===== config.mk =====
export PLATFORM = sky130hd
export DESIGN_NAME = fpu_mul_param
export DESIGN_NICKNAME = d
export VERILOG_FILES = /design/src/rtl/fpu_mul_param.sv
export SDC_FILE = /design/constraint.sdc
export NUM_CORES = 2
export LEC_CHECK = 0
export ABC_AREA = 1
export BUFFER_PORTS_ARGS = -buffer_cell sky130_fd_sc_hd__buf_2
export CORE_MARGIN = 4
export CORE_UTILIZATION = 45
export CTS_CLUSTER_SIZE = 12
export DETAILED_ROUTE_END_ITERATION = 16
export GPL_ROUTABILITY_DRIVEN = 0
export GPL_TIMING_DRIVEN = 1
export PLACE_DENSITY_LB_ADDON = 0.25
export SYNTH_ARGS = -nofsm -noshare
export SYNTH_HDL_FRONTEND = slang
export SYNTH_SLANG_ARGS = --single-unit

===== constraint.sdc =====
create_clock -name i_clock -period 29.2 [get_ports i_clock]
set_clock_uncertainty 0.1 [all_clocks]
set_input_delay 0 -clock i_clock [delete_from_list [all_inputs] [get_ports i_clock]]
set_output_delay 0 -clock i_clock [all_outputs]
set_load 0.05 [all_outputs]

===== src/rtl/fpu_mul_param.sv =====
// fpu_mul_param
// ---------------------------------------------------------------------------
// Parametrised IEEE-754 binary floating-point multiplier for the CPU FPU.
// It has configurable exponent and mantissa widths, the five RISC-V rounding
// modes and accrued exception flags. Normalisation is done in a single cycle,
// so the latency does not depend on the data.
//
// Ports
//   i_clock    : clock, rising edge
//   i_reset    : synchronous, active-high reset
//   i_request  : operation request (level, held until o_ready is seen)
//   i_rm       : rounding mode 0 RNE, 1 RTZ, 2 RDN, 3 RUP, 4 RMM (5..7 -> RNE)
//   i_op1      : multiplicand, W = 1+EXP_W+MAN_W bits
//   i_op2      : multiplier
//   o_ready    : result valid
//   o_result   : product
//   o_flags    : {NV, DZ, OF, UF, NX}; DZ is always 0
//   o_state    : FSM state, for debug and checker binding
//
// Handshake: i_request is sampled only in IDLE, where it captures both
// operands and i_rm. The request must then stay high. o_ready rises together
// with o_result/o_flags (1 cycle later for special operands, 5 cycles later
// for all others). It stays high while i_request stays high. The first edge
// that samples i_request=0 drops o_ready and returns to IDLE. A new request
// therefore needs i_request low for at least one cycle. o_result and o_flags
// hold their values until the next result or a reset.
// ---------------------------------------------------------------------------
module fpu_mul_param #(
    parameter int EXP_W = 8,
    parameter int MAN_W = 23
) (
    input  logic                 i_clock,
    input  logic                 i_reset,
    input  logic                 i_request,
    input  logic [2:0]           i_rm,
    input  logic [EXP_W+MAN_W:0] i_op1,
    input  logic [EXP_W+MAN_W:0] i_op2,
    output logic                 o_ready,
    output logic [EXP_W+MAN_W:0] o_result,
    output logic [4:0]           o_flags,
    output logic [2:0]           o_state
);
    localparam int W  = 1 + EXP_W + MAN_W;
    localparam int EW = EXP_W + 3;      // signed internal exponent
    localparam int MW = MAN_W + 1;      // mantissa with hidden bit
    localparam int PW = 2 * MW;         // full product
    localparam int XW = MW + 2;         // mantissa + guard + round

    localparam logic signed [EW-1:0] BIAS  = EW'((1 << (EXP_W - 1)) - 1);
    localparam logic signed [EW-1:0] ONE   = EW'(1);
    localparam logic signed [EW-1:0] E_MIN = ONE - BIAS;

    localparam logic [W-1:0]   QNAN = {1'b0, {EXP_W{1'b1}}, 1'b1, {(MAN_W-1){1'b0}}};
    localparam logic [W-2:0]   MAG_INF = {{EXP_W{1'b1}}, {MAN_W{1'b0}}};
    localparam logic [W-2:0]   MAG_MAX = {{(EXP_W-1){1'b1}}, 1'b0, {MAN_W{1'b1}}};

    localparam logic [2:0] S_IDLE     = 3'd0;
    localparam logic [2:0] S_CLASSIFY = 3'd1;
    localparam logic [2:0] S_NORM     = 3'd2;
    localparam logic [2:0] S_MULT     = 3'd3;
    localparam logic [2:0] S_ALIGN    = 3'd4;
    localparam logic [2:0] S_ROUND    = 3'd5;
    localparam logic [2:0] S_DONE     = 3'd6;

    logic [2:0]           state;
    logic [W-1:0]         op_a, op_b;
    logic [2:0]           rm_q;
    logic                 a_s, b_s;
    logic signed [EW-1:0] a_e, b_e;
    logic [MW-1:0]        a_m, b_m;
    logic                 z_s;
    logic signed [EW-1:0] z_e;
    logic [PW-1:0]        prod;
    logic [MW-1:0]        z_m;
    logic                 grd, rnd, stk, tiny;

    assign o_state = state;

    // ---------------- unpack and classify the captured operands -----------
    logic [EXP_W-1:0]     a_ef, b_ef;
    logic [MAN_W-1:0]     a_ff, b_ff;
    logic                 a_nan, b_nan, a_snan, b_snan;
    logic                 a_inf, b_inf, a_zero, b_zero;
    logic signed [EW-1:0] a_ue, b_ue;
    logic [MW-1:0]        a_um, b_um;

    assign a_ef   = op_a[W-2:MAN_W];
    assign b_ef   = op_b[W-2:MAN_W];
    assign a_ff   = op_a[MAN_W-1:0];
    assign b_ff   = op_b[MAN_W-1:0];
    assign a_nan  = (&a_ef) & (|a_ff);
    assign b_nan  = (&b_ef) & (|b_ff);
    assign a_snan = a_nan & ~a_ff[MAN_W-1];
    assign b_snan = b_nan & ~b_ff[MAN_W-1];
    assign a_inf  = (&a_ef) & ~(|a_ff);
    assign b_inf  = (&b_ef) & ~(|b_ff);
    assign a_zero = ~(|a_ef) & ~(|a_ff);
    assign b_zero = ~(|b_ef) & ~(|b_ff);

    // Subnormals use exponent 1-BIAS with no hidden bit.
    assign a_ue = (a_ef == '0) ? E_MIN : $signed({3'b000, a_ef}) - BIAS;
    assign b_ue = (b_ef == '0) ? E_MIN : $signed({3'b000, b_ef}) - BIAS;
    assign a_um = {|a_ef, a_ff};
    assign b_um = {|b_ef, b_ff};

    logic         sp_valid;
    logic [W-1:0] sp_result;
    logic [4:0]   sp_flags;
    logic         sp_sign;
    logic         sp_invalid;

    always_comb begin
        sp_sign    = op_a[W-1] ^ op_b[W-1];
        sp_invalid = (a_inf & b_zero) | (a_zero & b_inf);
        sp_valid   = 1'b1;
        sp_result  = '0;
        sp_flags   = '0;
        if (a_nan | b_nan | sp_invalid) begin
            sp_result   = QNAN;
            sp_flags[4] = sp_invalid | a_snan | b_snan;
        end else if (a_inf | b_inf) begin
            sp_result = {sp_sign, MAG_INF};
        end else if (a_zero | b_zero) begin
            sp_result = {sp_sign, {(W-1){1'b0}}};
        end else begin
            sp_valid = 1'b0;
        end
    end

    // ---------------- normalise: leading-zero count of each mantissa ------
    function automatic int lzc(input logic [MW-1:0] m);
        int   n;
        logic found;
        n     = 0;
        found = 1'b0;
        for (int i = MW - 1; i >= 0; i--) begin
            if (m[i]) found = 1'b1;
            else if (!found) n = n + 1;
        end
        return n;
    endfunction

    int a_lz, b_lz;
    assign a_lz = lzc(a_m);
    assign b_lz = lzc(b_m);

    // ---------------- align: 1-bit normalise, then denormalise if tiny ----
    logic [PW-1:0]        al_p;
    logic signed [EW-1:0] al_e0, al_e;
    logic [MW-1:0]        al_m;
    logic                 al_g, al_r, al_s, al_tiny;
    logic [2*XW-1:0]      al_ext;

    always_comb begin
        int diff_i;
        int sh_i;
        // The product value lies in [1,4), so at most one leading zero.
        al_p    = prod[PW-1] ? prod : (prod << 1);
        al_e0   = prod[PW-1] ? z_e : (z_e - ONE);
        al_m    = al_p[PW-1 -: MW];
        al_g    = al_p[MW-1];
        al_r    = al_p[MW-2];
        al_s    = |al_p[MW-3:0];
        al_e    = al_e0;
        al_tiny = 1'b0;
        al_ext  = '0;
        diff_i  = 0;
        sh_i    = 0;
        if (al_e0 < E_MIN) begin
            // Shift {m,g,r} right in one step; shift amount saturates once
            // every bit has moved into sticky.
            diff_i  = int'(E_MIN) - int'(al_e0);
            sh_i    = (diff_i > XW) ? XW : diff_i;
            al_ext  = {al_m, al_g, al_r, {XW{1'b0}}} >> sh_i;
            al_m    = al_ext[2*XW-1 -: MW];
            al_g    = al_ext[XW+1];
            al_r    = al_ext[XW];
            al_s    = al_s | (|al_ext[XW-1:0]);
            al_e    = E_MIN;
            al_tiny = 1'b1;
        end
    end

    // ---------------- round and pack -------------------------------------
    logic                 rd_any, rd_inc, rd_of;
    logic [MW:0]          rd_sum;
    logic [MW-1:0]        rd_m;
    logic signed [EW-1:0] rd_e, rd_eb;
    logic [W-1:0]         rd_result;
    logic [4:0]           rd_flags;

    always_comb begin
        rd_any = grd | rnd | stk;
        case (rm_q)
            3'd1:    rd_inc = 1'b0;
            3'd2:    rd_inc = z_s & rd_any;
            3'd3:    rd_inc = ~z_s & rd_any;
            3'd4:    rd_inc = grd;
            default: rd_inc = grd & (rnd | stk | z_m[0]);
        endcase
        rd_sum = {1'b0, z_m} + {{MW{1'b0}}, rd_inc};
        if (rd_sum[MW]) begin
            rd_m = rd_sum[MW:1];
            rd_e = z_e + ONE;
        end else begin
            // A subnormal that rounds into the hidden bit becomes the minimum
            // normal: the exponent is already 1-BIAS, so the biased field is 1.
            rd_m = rd_sum[MW-1:0];
            rd_e = z_e;
        end
        rd_of    = rd_e > BIAS;
        rd_eb    = rd_e + BIAS;
        rd_flags = {2'b00, rd_of, tiny & rd_any, rd_any | rd_of};
        if (rd_of) begin
            case (rm_q)
                3'd1:    rd_result = {z_s, MAG_MAX};
                3'd2:    rd_result = z_s ? {1'b1, MAG_INF} : {1'b0, MAG_MAX};
                3'd3:    rd_result = z_s ? {1'b1, MAG_MAX} : {1'b0, MAG_INF};
                default: rd_result = {z_s, MAG_INF};
            endcase
        end else begin
            rd_result = {z_s, (rd_m[MW-1] ? rd_eb[EXP_W-1:0] : {EXP_W{1'b0}}),
                         rd_m[MAN_W-1:0]};
        end
    end

    // ---------------- control FSM and datapath registers -----------------
    always_ff @(posedge i_clock) begin
        if (i_reset) begin
            state    <= S_IDLE;
            o_ready  <= 1'b0;
            o_result <= '0;
            o_flags  <= '0;
        end else begin
            case (state)
                S_IDLE: begin
                    if (i_request) begin
                        op_a  <= i_op1;
                        op_b  <= i_op2;
                        rm_q  <= i_rm;
                        state <= S_CLASSIFY;
                    end
                end
                S_CLASSIFY: begin
                    a_s <= op_a[W-1];
                    b_s <= op_b[W-1];
                    a_e <= a_ue;
                    b_e <= b_ue;
                    a_m <= a_um;
                    b_m <= b_um;
                    if (sp_valid) begin
                        o_result <= sp_result;
                        o_flags  <= sp_flags;
                        o_ready  <= 1'b1;
                        state    <= S_DONE;
                    end else begin
                        state <= S_NORM;
                    end
                end
                S_NORM: begin
                    a_m   <= a_m << a_lz;
                    b_m   <= b_m << b_lz;
                    a_e   <= a_e - $signed(EW'(a_lz));
                    b_e   <= b_e - $signed(EW'(b_lz));
                    state <= S_MULT;
                end
                S_MULT: begin
                    // The product MSB carries weight 2^(a_e+b_e+1).
                    z_s   <= a_s ^ b_s;
                    z_e   <= a_e + b_e + ONE;
                    prod  <= PW'(a_m) * PW'(b_m);
                    state <= S_ALIGN;
                end
                S_ALIGN: begin
                    z_m   <= al_m;
                    grd   <= al_g;
                    rnd   <= al_r;
                    stk   <= al_s;
                    z_e   <= al_e;
                    tiny  <= al_tiny;
                    state <= S_ROUND;
                end
                S_ROUND: begin
                    o_result <= rd_result;
                    o_flags  <= rd_flags;
                    o_ready  <= 1'b1;
                    state    <= S_DONE;
                end
                S_DONE: begin
                    if (!i_request) begin
                        o_ready <= 1'b0;
                        state   <= S_IDLE;
                    end
                end
                default: state <= S_IDLE;
            endcase
        end
    end

endmodule


==> flow_metrics.py <==
metrics = {
    "synthesis": {
        "synth_cells": 6167,
        "synth_top_family_by_area": "simple AND/OR/NAND/NOR gates",
        "synth-compound-area-share_pct": 7.85,
        "avgSynthCellArea_sq_um": 7.28,
        "ys_seq_area_share_pct": 17.0,
        "synth-edff-count": 227,
        "synth.yosys.warnings": 0,
        "synthAdderAreaFrac_pct": 28.9,
        "synth_flop_cell": "edfxtp_1",
        "synth_xor_xnor_area_share_pct": 2.36,
        "synth.distinct_cells": 79,
        "synth_area_sq_um": 44900,
        "yosys.area_share.simple_pct": 29.0,
        "ys_ff_latch": 267,
        "synthArstFlopShare_pct": 0,
        "yosys-mux-area-fraction_pct": 0.691,
    },
    "sta": {
        "slew_headroom_pct": 26.4,
        "setup-violations-final": 0,
        "fmax_mhz": 64.7,
        "fin_tns_setup_ps": 0,
        "rsz0062_at_grt": "no",
        "tightest_slew_ps": 1100,
        "final_max_slew_viol_count": 0,
        "setup_ws_ps": 13750,
        "finalCritPeriodShare_pct": 52.9,
        "hold_viol": 0,
        "layout_min_cycle_time_ps": 15450,
    },
    "global_routing": {
        "grt_max_degree": 60,
        "grt_overflow_total": 0,
        "grt_pass1_wl_mm": 209,
        "antenna_found_initial": 0,
        "grt_pass1_vias": 38600,
        "grt_use_total_pct": 25.0,
    },
    "layout": {
        "instances_no_fill": 7535,
        "final_cell_mix": "nand2_1 (1666), inv_1 (1247), fa_1 (485)",
        "design_area_sq_um": 48100,
        "syn_to_final_growth_pct": 7.11,
        "antenna_cells": 0,
        "drive_gt1_share_pct": 9.27,
        "final_common_cell": "nand2_1",
        "nets": 7040,
    },
    "clocking": {
        "cts_sinks": 267,
        "cts_tree": "done",
        "clk_pin_slew_worst_paths_ps": 60,
        "hold_buffers": 76,
        "cts_max_level": 2,
        "cts-buffers-inserted": 34,
        "post-cts-setup-buffers": 0,
        "clock_path_buffers": 3,
        "postCtsResizedCells": 0,
        "cts-root-buf": "clkbuf_16",
        "clk_latency_ps": 580,
    },
    "die": {
        "rows": 115,
        "dieArea_sq_um": 105000,
        "io_pins": 111,
        "coreArea_sq_um": 98700,
        "die_h_um": 324,
        "initial_core_util_pct": 45.5,
        "die_x_um": 324,
    },
    "drt": {
        "routed_via_density": 5.29,
        "drtIter0Drc": 3599,
        "antenna_left": 0,
        "first_pass_iters": 6,
        "wl_mm": 131,
        "wl_per_cell_um": 17.3,
        "vias": 39900,
        "drc": 0,
    },
    "critical_path": {
        "cp.required_ps": 29430,
        "critical_path.most_common_cell": "nand2_1",
        "slowest_delay_ps": 550,
        "crit_slowest_cell": "clkinv_1",
        "cp_max_fo": 26,
        "worst-setup-path-type": "reg2reg",
        "crit_path_start_kind": "flop",
        "timing.critical_path.arrival_ps": 15680,
        "crit_path_end_kind": "flop",
    },
    "place": {
        "dpl_cell_area_sq_um": 46200,
        "io_buffers": 109,
        "placed_cells": 7398,
        "post-place-ws_ps": 13800,
        "place_hpwl_mm": 99.2,
    },
    "flow_run": {
        "drv_cap": 0,
    },
    "worst_hold_path": {
        "hp-class": "in2reg",
    },
    "run_status": {
        "status": "finished, final reports clean",
    },
}
## cells in the mapped netlist (31+ instances only)
master | instances | area (sq um)
clkbuf_8 | 41 | 564
nand4_1 | 90 | 563
nand2_1 | 1666 | 6250
nor2_1 | 320 | 1200
clkbuf_1 | 126 | 473
ha_1 | 262 | 3280
xor2_1 | 81 | 709
inv_1 | 1247 | 4680
o22ai_1 | 42 | 263
inv_2 | 48 | 180
o21ai_0 | 247 | 1240
nand3_2 | 66 | 661
xnor2_1 | 38 | 333
dfxtp_1 | 40 | 801
nor2_2 | 33 | 206
a21oi_1 | 158 | 791
nand2_2 | 93 | 582
nand3_1 | 382 | 1910
fa_1 | 485 | 9710
edfxtp_1 | 227 | 6820
mux2i_1 | 31 | 310
nor3_1 | 56 | 280
## kinds of logic (layout without fill, tap and decap cells)
group | Yosys count | count (layout)
XOR/XNOR | 120 | 120
multiplexers | 31 | 31
adder cells (fa/ha/maj) | 747 | 747
other | 2 | 3
flip-flops | 267 | 267
buffers and inverters | 1547 | 1627
AND/OR/NAND/NOR | 2842 | 2842
AO/OA/AOI/OAI | 611 | 611
## critical path, delay by kind of cell, from the launching register on
kind,cells,cell delay [ps]
buf+inv,14,1670
flops,1,320
xor+xnor,2,610
compound gates,11,1970
simple gates,43,3800
fa+ha+maj,23,6700
## final cells by class
cell class / instances / area, sq um
sequential: 267 / 7620
timing repair buffer: 250 / 1790
multi-input combinational: 4354 / 30900
fill: 9738 / 50600
tap: 1287 / 1610
inverter: 1316 / 4960
clock buffer: 48 / 976
clock inverter: 13 / 191
## per-layer routing
layer  global-route usage, %  vias up  share of wire, %
met5                       0        -                 0
met4                    7.91        0               3.3
met3                    4.95      279               8.9
met2                    39.7     1533                45
met1                    34.4    18700                43
li1                        -    19300                 -
## flip-flops by register name, indices dropped and copies added, names as in the netlist, 4 cells and up
name      count
z_m          24
op_a         32
op_b         32
a_e          11
b_m          24
o_flags       4
o_result     32
prod         48
b_e          11
z_e          11
a_m          24
## final timing paths
path                             startpoint           to  slack, ps  depth (start not counted)
worst min register to register  o_result[2]  o_result[2]        360                          2
worst max register to register      b_m[23]      b_e[10]      13750                         93
worst max-delay path                b_m[23]      b_e[10]      13750                         93
worst min-delay path              i_op2[25]     op_b[25]         30                          2
## through the flow
| stage | utilization (%) | hold slack (ps) |
|---|---|---|
| 3_5_place_dp | 46.8 | 78.1 |
| 5_1_grt | 48.7 | 25.8 |
| 3_3_place_gp | 46.8 | 76.7 |
| 6_report | 48.7 | 32.8 |
| 2_1_floorplan | - | -1.13 |
| 4_1_cts | 48.7 | 3.29 |
Power is left out: the tool's default activity adds up to more than one toggle a clock period on the data nets, which glitch-free logic cannot reach.
